===== config.mk =====
export PLATFORM = sky130hd
export DESIGN_NAME = signal_period_meter
export DESIGN_NICKNAME = d
export VERILOG_FILES = /design/src/rtl/signal_period_meter.sv
export SDC_FILE = /design/constraint.sdc
export NUM_CORES = 1
export LEC_CHECK = 0
export CORE_ASPECT_RATIO = 0.9
export CORE_UTILIZATION = 49
export CTS_BUF_LIST = sky130_fd_sc_hd__clkbuf_2 sky130_fd_sc_hd__clkbuf_4 sky130_fd_sc_hd__clkbuf_8
export DETAILED_ROUTE_END_ITERATION = 8
export GPL_ROUTABILITY_DRIVEN = 0
export PLACE_DENSITY = 0.79
export SYNTH_ARGS = -nofsm -noshare
export SYNTH_HDL_FRONTEND = slang
export SYNTH_SLANG_ARGS = --single-unit

===== constraint.sdc =====
create_clock -name clock -period 2.9 [get_ports clock]
set_input_delay 0.58 -clock clock [delete_from_list [all_inputs] [get_ports clock]]
set_output_delay 0.58 -clock clock [all_outputs]
set_load 0.01 [all_outputs]

===== src/rtl/signal_period_meter.sv =====
// Period meter for an asynchronous square wave: synchronizes i_signal, counts clocks between accepted rises.
// Define PERIOD_AVG_EN to report the running mean of the last four accepted periods instead of each one.
module signal_period_meter #(
  parameter int unsigned WIDTH      = 32,
  parameter int unsigned MIN_PERIOD = 4,
  parameter int unsigned TIMEOUT    = 50_000_000
) (
  input  logic             clock,
  input  logic             reset,
  input  logic             i_signal,
  output logic [WIDTH-1:0] o_periodo,
  output logic [WIDTH-1:0] o_resolucion,
  output logic             o_periodo_valid,
  output logic             o_timeout
);

  localparam logic [0:0]       IDLE    = 1'b0;
  localparam logic [0:0]       MEASURE = 1'b1;
  localparam logic [WIDTH-1:0] MIN_P   = WIDTH'(MIN_PERIOD);
  localparam logic [WIDTH-1:0] TO_LAST = WIDTH'(TIMEOUT - 1);

  logic             sync1_q, sync1_d;
  logic             sync2_q, sync2_d;
  logic             sync_dly_q, sync_dly_d;
  logic [0:0]       state_q, state_d;
  logic [WIDTH-1:0] cnt_q, cnt_d;
  logic [WIDTH-1:0] periodo_q, periodo_d;
  logic [WIDTH-1:0] resol_q, resol_d;
  logic             valid_q, valid_d;
  logic             timeout_q, timeout_d;
  logic             rise;
  logic             accept;
  logic             timeout_hit;
  logic [WIDTH-1:0] cnt_inc;

`ifdef PERIOD_AVG_EN
  logic [WIDTH-1:0] hist_q [4];
  logic [WIDTH-1:0] hist_d [4];
  logic [WIDTH+1:0] sum_q, sum_d;
  logic [WIDTH+1:0] avg_sum;
  logic [2:0]       fill_q, fill_d;
`endif

  always_comb begin
    sync1_d     = i_signal;
    sync2_d     = sync1_q;
    sync_dly_d  = sync2_q;
    rise        = sync2_q & ~sync_dly_q;
    cnt_inc     = cnt_q + 1'b1;
    timeout_hit = (state_q == MEASURE) && (cnt_q == TO_LAST);

    state_d   = state_q;
    cnt_d     = cnt_q;
    periodo_d = periodo_q;
    resol_d   = resol_q;
    valid_d   = 1'b0;
    timeout_d = timeout_q;
    accept    = 1'b0;

    case (state_q)
      IDLE: begin
        cnt_d = '0;
        if (rise) state_d = MEASURE;
      end
      default: begin
        // Timeout has priority; a coincident rise becomes a fresh arming edge.
        if (timeout_hit) begin
          timeout_d = 1'b1;
          cnt_d     = '0;
          if (!rise) state_d = IDLE;
        end else if (rise && (cnt_inc >= MIN_P)) begin
          accept    = 1'b1;
          cnt_d     = '0;
          timeout_d = 1'b0;
        end else begin
          cnt_d = cnt_inc;
        end
      end
    endcase

`ifdef PERIOD_AVG_EN
    hist_d  = hist_q;
    sum_d   = sum_q;
    fill_d  = fill_q;
    // The oldest entry is always part of the sum, so the subtraction cannot underflow.
    avg_sum = sum_q - {2'b00, hist_q[3]} + {2'b00, cnt_inc};
    if (timeout_hit) begin
      hist_d = '{default: '0};
      sum_d  = '0;
      fill_d = '0;
    end else if (accept) begin
      hist_d[3] = hist_q[2];
      hist_d[2] = hist_q[1];
      hist_d[1] = hist_q[0];
      hist_d[0] = cnt_inc;
      sum_d     = avg_sum;
      fill_d    = (fill_q == 3'd4) ? fill_q : fill_q + 3'd1;
      if (fill_q >= 3'd3) begin
        periodo_d = avg_sum[WIDTH+1:2];
        resol_d   = avg_sum[WIDTH+1:2] >> 4;
        valid_d   = 1'b1;
      end
    end
`else
    if (accept) begin
      periodo_d = cnt_inc;
      resol_d   = cnt_inc >> 4;
      valid_d   = 1'b1;
    end
`endif
  end

  always_ff @(posedge clock) begin
    if (reset) begin
      sync1_q    <= 1'b0;
      sync2_q    <= 1'b0;
      sync_dly_q <= 1'b0;
      state_q    <= IDLE;
      cnt_q      <= '0;
      periodo_q  <= '0;
      resol_q    <= '0;
      valid_q    <= 1'b0;
      timeout_q  <= 1'b0;
    end else begin
      sync1_q    <= sync1_d;
      sync2_q    <= sync2_d;
      sync_dly_q <= sync_dly_d;
      state_q    <= state_d;
      cnt_q      <= cnt_d;
      periodo_q  <= periodo_d;
      resol_q    <= resol_d;
      valid_q    <= valid_d;
      timeout_q  <= timeout_d;
    end
  end

`ifdef PERIOD_AVG_EN
  always_ff @(posedge clock) begin
    if (reset) begin
      hist_q <= '{default: '0};
      sum_q  <= '0;
      fill_q <= '0;
    end else begin
      hist_q <= hist_d;
      sum_q  <= sum_d;
      fill_q <= fill_d;
    end
  end
`endif

  assign o_periodo       = periodo_q;
  assign o_resolucion    = resol_q;
  assign o_periodo_valid = valid_q;
  assign o_timeout       = timeout_q;

endmodule


Word-level counts from Yosys, hierarchy flattened
Cells that the tools add are included.

cells by class
  add/subtract/negate cells = 1
  magnitude comparators = 1
  eq/ne operators = 1
  multiplexer cells = 9
  bitwise gates (word level) = 3
  reductions and logical operators = 5

operator list
  kind                                                                                   count
  32-bit by 1-bit adder with 32-bit output (second input constant)                       1
  32-bit by 26-bit equality test with 1-bit output (second input constant)               1
  32-bit by 3-bit greater-or-equal comparator with 1-bit output (second input constant)  1
  1-bit 2-to-1 mux                                                                       9
  4-bit OR reduction                                                                     1
  1-bit logical AND                                                                      2
  1-bit NOT                                                                              2
  2-bit AND reduction                                                                    1
  2-bit nonzero test                                                                     1
  1-bit AND                                                                              1

word-level totals
  register bits = 98
  bits of input ports = 3
  output and inout bits = 66

Longest topological paths before layout
Gate-level depths: netlist (run 1).

  depth in word-level cells = 7
  mapped depth = 15

Least setup slack after synthesis (run 1)
Ideal clock, no wire load.

  path type = reg2reg
  from = register cnt_q[0]
  to = register periodo_q[10], in the netlist o_periodo[10]
  setup time = 0.080 ns
  arrival = 2.776 ns
  required time = 2.820 ns
  path slack = 0.044 ns
  cell stages (with the launch flop) = 16
  path buffers = 6
  period minus slack after synthesis = 2.856 ns
  cell sequence = dfxtp_1 -> ha_1 -> buf_6 -> and4_1 -> buf_2 -> and4_4 -> buf_6 -> a311oi_1 -> o311ai_1 -> nor4_2 -> and3_1 -> buf_4 -> nor2_2 -> buf_6 -> buf_6 -> a211oi_2

between the ends
  cells in the longest elaborated chain, start to end = 6
  elaborated cells on any way between the ends = 8
  those cells by class = add/sub (1); order compare (1); eq/ne (1); mux (3); reduce/logical (2)

ends and longest elaborated chain
  item                                                           line  RTL
  start: declaration                                             26    logic [WIDTH-1:0] cnt_q, cnt_d;
  start signal: assignment                                       129   cnt_q <= cnt_d;
  32-bit by 1-bit adder with 32-bit output                       49    cnt_inc = cnt_q + 1'b1;
  32-bit by 3-bit greater-or-equal comparator with 1-bit output  71    end else if (rise && (cnt_inc >= MIN_P)) begin
  1-bit logical AND                                              71
  1-bit 2-to-1 mux                                               71
  1-bit 2-to-1 mux                                               67    if (timeout_hit) begin
  1-bit 2-to-1 mux                                               60    case (state_q)
  end signal: assignment                                         130   periodo_q <= periodo_d;
  end: declaration                                               27    logic [WIDTH-1:0] periodo_q, periodo_d;

Several ways; a longest one is shown, not always the timed one.
A chain may end at the register's enable or synchronous reset.

Final worst setup path (run 1)
  from = register cnt_q[11]
  to = register cnt_q[19]

between the ends
  cells in the longest elaborated chain, start to end = 4
  elaborated cells on any way between the ends = 6
  those cells by class = add/sub (1); order compare (1); eq/ne (1); reduce/logical (3)

ends and longest elaborated chain
  item                                                           line
  32-bit by 1-bit adder with 32-bit output                       49
  32-bit by 3-bit greater-or-equal comparator with 1-bit output  71
  1-bit logical AND                                              71
  4-bit OR reduction (no line)                                   -

Several ways; a longest one is shown, not always the timed one.

==> results of run 1 <==
[where the power goes]
part | switching, W | internal [W]
sequential | 0.00000175 | 0.000962
clock | 0.000338 | 0.000339
combinational | 0.0000267 | 0.00000936
[metrics by stage]
step | cell area (um2) | std cells
detailed placement | 4420 | 559
CTS | 4660 | 579
global placement | 4420 | 559
floorplan | 3750 | 430
global route | 4920 | 586
finish | 4920 | 586
[cells by family after synthesis]
| family | Yosys count |
|---|---|
| flops | 70 |
| xor+xnor | 27 |
| buf+inv | 73 |
| mux | 2 |
| other cells | 1 |
| simple gates | 163 |
| compound gates | 89 |
| fa+ha+maj | 2 |
[synth_stat cells, types with 7 or more instances]
master,number,area share [%]
dfxtp_1,70,38
a21oi_1,34,4.6
buf_4,34,6.8
nor3_1,34,4.6
nor2_1,20,2.0
nand3_1,19,2.5
nand4_1,18,3.0
a211oi_1,17,3.4
clkbuf_1,15,1.5
xor2_1,14,3.3
buf_2,13,1.7
nand2_1,13,1.3
xnor2_1,13,3.0
a211oi_2,10,3.4
and3_1,7,1.2
nor4_1,7,1.2
o21ai_0,7,0.94
[critical path, cell delays in order, from the launching register on]
cell     delay [ps]
dfxtp_2         380
buf_4           140
and4_2          270
nand4_1         210
buf_4           210
or4_1           490
nand4_1         180
nor4b_4          70
and3_4          180
buf_6           130
nor2_4          330
nor3_1          100
[cell usage in the layout, fill, tap and decap left out, types with 13 or more instances in the layout]
cell type / instances
xnor2_1: 13
nor2_1: 19
nor3_1: 23
clkdlybuf4s50_1: 64
dfxtp_1: 61
nand4_1: 18
nand2_1: 13
nand3_1: 19
a21oi_1: 32
a211oi_1: 14
a211oi_2: 13
buf_4: 46
xor2_1: 13
[timing repair]
action | 4_1_cts | 5_1_grt
gates resized for setup | 7 | 47
setup endpoints to repair | 57 | 61
buffers inserted | 6 | 7
cloned | 1 | 0
pin swaps | 5 | 19
[flip-flops by register name (all words and copies together) (netlist names)]
signal / flops
cnt_q: 32
o_periodo: 32
o_periodo_valid: 1
o_timeout: 1
state_q: 1
sync1_q: 1
sync2_q: 1
sync_dly_q: 1
[layout make-up]
class / count / area share, %
clock buffers: 11 / 3.08
clock inverters: 2 / 0.203
inverters: 5 / 0.381
multi-input cells: 288 / 42.8
flip-flops and latches: 70 / 28.8
well taps: 93 / 2.36
repair buffers: 117 / 22.4
[per-layer routing]
| metal | up-vias | track usage, % | share of wire [%] | wire length, um |
|---|---|---|---|---|
| li1 | 1647 | - | - | - |
| met1 | 1728 | 35.1 | 40 | 4400 |
| met2 | 235 | 41.6 | 46 | 4980 |
| met3 | 73 | 6.81 | 8.7 | 944 |
| met4 | 0 | 13.8 | 5.1 | 557 |
| met5 | - | 0 | 0 | 0 |
[worst paths after layout]
| path | slack, ps | depth (start not counted) | end |
|---|---|---|---|
| worst max-delay path | 90 | 11 | cnt_q[19]$_SDFF_PP0_ |
| worst min-delay path | 450 | 1 | sync2_q$_SDFF_PP0_ |
| worst max register to register | 90 | 11 | cnt_q[19]$_SDFF_PP0_ |
| worst min register to register | 450 | 1 | sync2_q$_SDFF_PP0_ |
==> results.toml, run 1 <==
[cells_and_area]
regArea_um2 = 1420
multi_input_area_um2 = 2100
n_antenna_cell = 0
final_core_util_pct = 68.2
finalNetCount = 496
nFillCells = 539
area_growth_pct = 31.8
drive_above_1_share_pct = 27.6

[status]
status = "finished, violations left"
violations = "DRC"

[min_path]
hold_start = "sync1_q$_SDFF_PP0_"
hp-class = "flip-flop to flip-flop"

[global_route]
grt_util_all_layers_pct = 27.1
antenna_found_initial = 0
grt_pass1_wl_um = 16600
grt_start_max_net_pins = 28
grt_pass1_vias = 3340
overflow = 0

[logic_synthesis]
yosysWarnings = 0
synth_top_family_by_area = "simple AND/OR/NAND/NOR gates"
synth_flop_cell = "dfxtp_1"
syn_area_um2 = 3730
synth-simple-area-share_pct = 25.6
synthArstFlopShare_pct = 0
ys_seq_area_share_pct = 37.5
synth-edff-count = 0
synthXorXnorAreaFrac_pct = 6.33
synth.mux.area_fraction_pct = 0.603
avgSynthCellArea_um2 = 8.75
synthAdderAreaFrac_pct = 0.670
ys_ff_latch = 70
synth_cell_types = 55
syn_inst = 427
synth-compound-area-share_pct = 16.9

[job]
maxCapViolCount = 0

[sta]
finalSetupTns_ps = 0
hold_slack_ps = 445
setup_viol = 0
rsz0062_at_grt = "true"
slew_headroom_pct = 58.3
final_max_slew_viol_count = 0
fin_skew_ps = 4.51
fin_crit_sh_pct = 96.7
min_period_ps = 2810
max_freq_mhz = 356
setup_ws_ps = 94.5
final_hold_viol_count = 0
worstMarginPinSlew_ps = 626

[routing]
drc_errors = 46
wl_per_cell_um = 18.6
ant_nets = 0
routed_wl_um = 10900
dr.first_iter.drc_count = 590
firstDrtPassIters = 9
viasPerCell = 6.28
vias = 3683

[clock_network]
root_buffer = "clkbuf_8"
clk_pin_slew_worst_paths_ps = 70
cts.sinks = 70
numCtsBuffers = 9
ctsHoldBuffers = 0
cts_tree = "done"
clockBufferDepth = 2
cts_max_level = 3
clock_latency_ps = 350

[critical_path]
critPathKind = "flip-flop to flip-flop"
timing.critical_path.arrival_ps = 3030
start_kind = "flip-flop"
regToRegStartpoint = "cnt_q[11]$_SDFF_PP0_"
crit_start = "cnt_q[11]$_SDFF_PP0_"
worstSetupEndpointType = "flip-flop"
crit_fanout = 14
required_ps = 3120

[die]
coreArea_um2 = 7220
die_area_um2 = 7980
rows = 29
die_w_um = 94.0
io_pins = 69
fp.dieH_um = 84.8
start_util_pct = 51.7

[power]
leakagePower_nw = 1.62
power.density_nw_per_um2 = 341
ir_worst_vdd_v = 0.000321
power_w = 0.00168

[place]
preCtsSetupSlack_ps = -164
dpl.hpwl_um = 7140
port_buffers = 64
No activity file was read; power rests on OpenSTA's default activity.
==> run 2: changes to the inputs <==
--- a/config.mk
+++ b/config.mk
@@ -5,12 +5,14 @@
 export SDC_FILE = /design/constraint.sdc
 export NUM_CORES = 1
 export LEC_CHECK = 0
+export CAP_MARGIN = 30
 export CORE_ASPECT_RATIO = 0.9
 export CORE_UTILIZATION = 49
 export CTS_BUF_LIST = sky130_fd_sc_hd__clkbuf_2 sky130_fd_sc_hd__clkbuf_4 sky130_fd_sc_hd__clkbuf_8
 export DETAILED_ROUTE_END_ITERATION = 8
 export GPL_ROUTABILITY_DRIVEN = 0
 export PLACE_DENSITY = 0.79
+export RECOVER_POWER = 100
 export SYNTH_ARGS = -nofsm -noshare
 export SYNTH_HDL_FRONTEND = slang
 export SYNTH_SLANG_ARGS = --single-unit
==> run 2 against run 1 <==
The run now ends clean. Critical path depth unchanged. Final cell count unchanged. Largest power group unchanged. Non-clock buffer count unchanged. First-iteration DRC count down 15%. Hold slack about the same. Routed wire length down 0.22%. Fmax down 0.14%. Sequential share of layout area about the same. Clock skew about the same. Cell area about the same. Register-to-register slack about the same. Die area unchanged.
==> results.toml, run 2 (synthesis gave the netlist of run 1 again) <==
[status]
status = "completed"

[routing]
firstDrtPassIters = 7
dr.first_iter.drc_count = 499
wl_per_cell_um = 18.5
viasPerCell = 6.32
ant_nets = 0
routed_wl_um = 10900
drc_errors = 0
vias = 3705

[critical_path]
worstRegToRegCells = 11
start_kind = "flip-flop"
r2r-end = "cnt_q[19]$_SDFF_PP0_"
required_ps = 3120
critPathKind = "flip-flop to flip-flop"
regToRegStartpoint = "cnt_q[11]$_SDFF_PP0_"
crit_fanout = 14
timing.critical_path.arrival_ps = 3030
worstSetupEndpointType = "flip-flop"
regToRegSetupSlack_ps = 90

[sta]
setup_ws_ps = 90.5
setup_viol = 0
slew_headroom_pct = 58.7
final_hold_viol_count = 0
max_freq_mhz = 356
rsz0062_at_grt = "true"
min_period_ps = 2810
fin_skew_ps = 4.06
final_max_slew_viol_count = 0
worstMarginPinSlew_ps = 619
hold_slack_ps = 445
fin_crit_sh_pct = 96.9

[global_route]
grt_util_met1_pct = 35.1
grt_start_max_net_pins = 28
grt_pass1_wl_um = 16600
antenna_found_initial = 0
grt_pass1_vias = 3340
grtUsageMet3_pct = 6.81
top_usage_layer = "met2"
overflow = 0
grt_use_met2_pct = 41.6
grt_util_all_layers_pct = 27.1

[die]
start_util_pct = 51.7
io_pins = 69
fp.dieH_um = 84.8
die_area_um2 = 7980
coreArea_um2 = 7220
rows = 29
die_w_um = 94.0

[clock_network]
clk_pin_slew_worst_paths_ps = 70
cts.sinks = 70
root_buffer = "clkbuf_8"
ctsHoldBuffers = 0
clock_latency_ps = 350
numCtsBuffers = 9
clockBufferDepth = 2
cts_tree = "done"
cts_max_level = 3

[cells_and_area]
multi_input_area_um2 = 2100
area_growth_pct = 31.7
final_common_cell = "dlygate4sd3_1"
nFillCells = 541
drive_above_1_share_pct = 27.4
finalNetCount = 496
final_cell_mix = "63 x dlygate4sd3_1, 61 x dfxtp_1, 45 x buf_4"
final_core_util_pct = 68.1
regArea_um2 = 1420
n_antenna_cell = 0

[min_path]
worst_hold_path.endpoint = "sync2_q$_SDFF_PP0_"
hold_start = "sync1_q$_SDFF_PP0_"
min_path_cells = 1
hp-class = "flip-flop to flip-flop"

[power]
power.density_nw_per_um2 = 340
power_w = 0.00167
leakagePower_nw = 1.83
ir_worst_vdd_v = 0.000321

[place]
preCtsSetupSlack_ps = -164
port_buffers = 64
dpl.hpwl_um = 7140

[job]
maxCapViolCount = 0
-- run 2: changes by cell type in the layout (fill, tap and decap cells not counted) --
cell	delta
clkbuf_1	+1
dlygate4sd3_1	+63
buf_4	-1
clkdlybuf4s50_1	-63
-- run 2: cell type report --
class	instances	share of cell area [%]
multi-input cells	288	42.8
flip-flops and latches	70	28.8
repair buffers	117	22.4
clock buffers	11	3.08
well taps	93	2.37
inverters	5	0.382
clock inverters	2	0.204
-- run 2: worst max-delay path by stage --
stage | from | endpoint | depth (start not counted)
after floorplan | cnt_q[0]$_SDFF_PP0_ | o_periodo[10]$_SDFFE_PP0P_ | 15
after global placement | cnt_q[8]$_SDFF_PP0_ | cnt_q[1]$_SDFF_PP0_ | 9
after detailed placement | cnt_q[1]$_SDFF_PP0_ | cnt_q[1]$_SDFF_PP0_ | 10
after CTS | cnt_q[3]$_SDFF_PP0_ | cnt_q[1]$_SDFF_PP0_ | 11
after global routing | cnt_q[1]$_SDFF_PP0_ | cnt_q[1]$_SDFF_PP0_ | 11
final | cnt_q[11]$_SDFF_PP0_ | cnt_q[19]$_SDFF_PP0_ | 11
-- run 2: through the flow --
stage	cell area [um2]	cells	setup TNS, ps
detailed placement	4420	559	-3910
CTS	4660	579	0
floorplan	3750	430	0
finish	4920	586	0
global placement	4420	559	0
global route	4920	586	-2680
-- run 2: routing by layer --
metal	wire length, um	share of wire [%]
met1	4300	40
met2	5010	46
met3	996	9.2
met4	545	5.0
met5	0	0
-- run 2: timing repair --
action,4_1_cts,5_1_grt
endpoints found under the setup margin,57,61
setup buffers,6,7
pin swaps,5,19
resized for setup,7,47
gates cloned,1,0
endpoints found under the hold margin,0,0
-- run 2: critical path, cell delays in order (launching register included) --
cell and delay (ps):
dfxtp_2 380, buf_4 140, and4_2 270, nand4_1 210, buf_4 210, or4_1 490
nand4_1 170, nor4b_4 70, and3_4 180, buf_6 130, nor2_4 330, nor3_1 100
-- run 2: power breakdown --
part	switching, W	internal (W)	leakage [nW]
Combinational	0.0000270	0.00000909	1.18
Clock	0.000330	0.000339	0.0869
Sequential	0.00000175	0.000963	0.569
Total	0.000359	0.00131	1.83
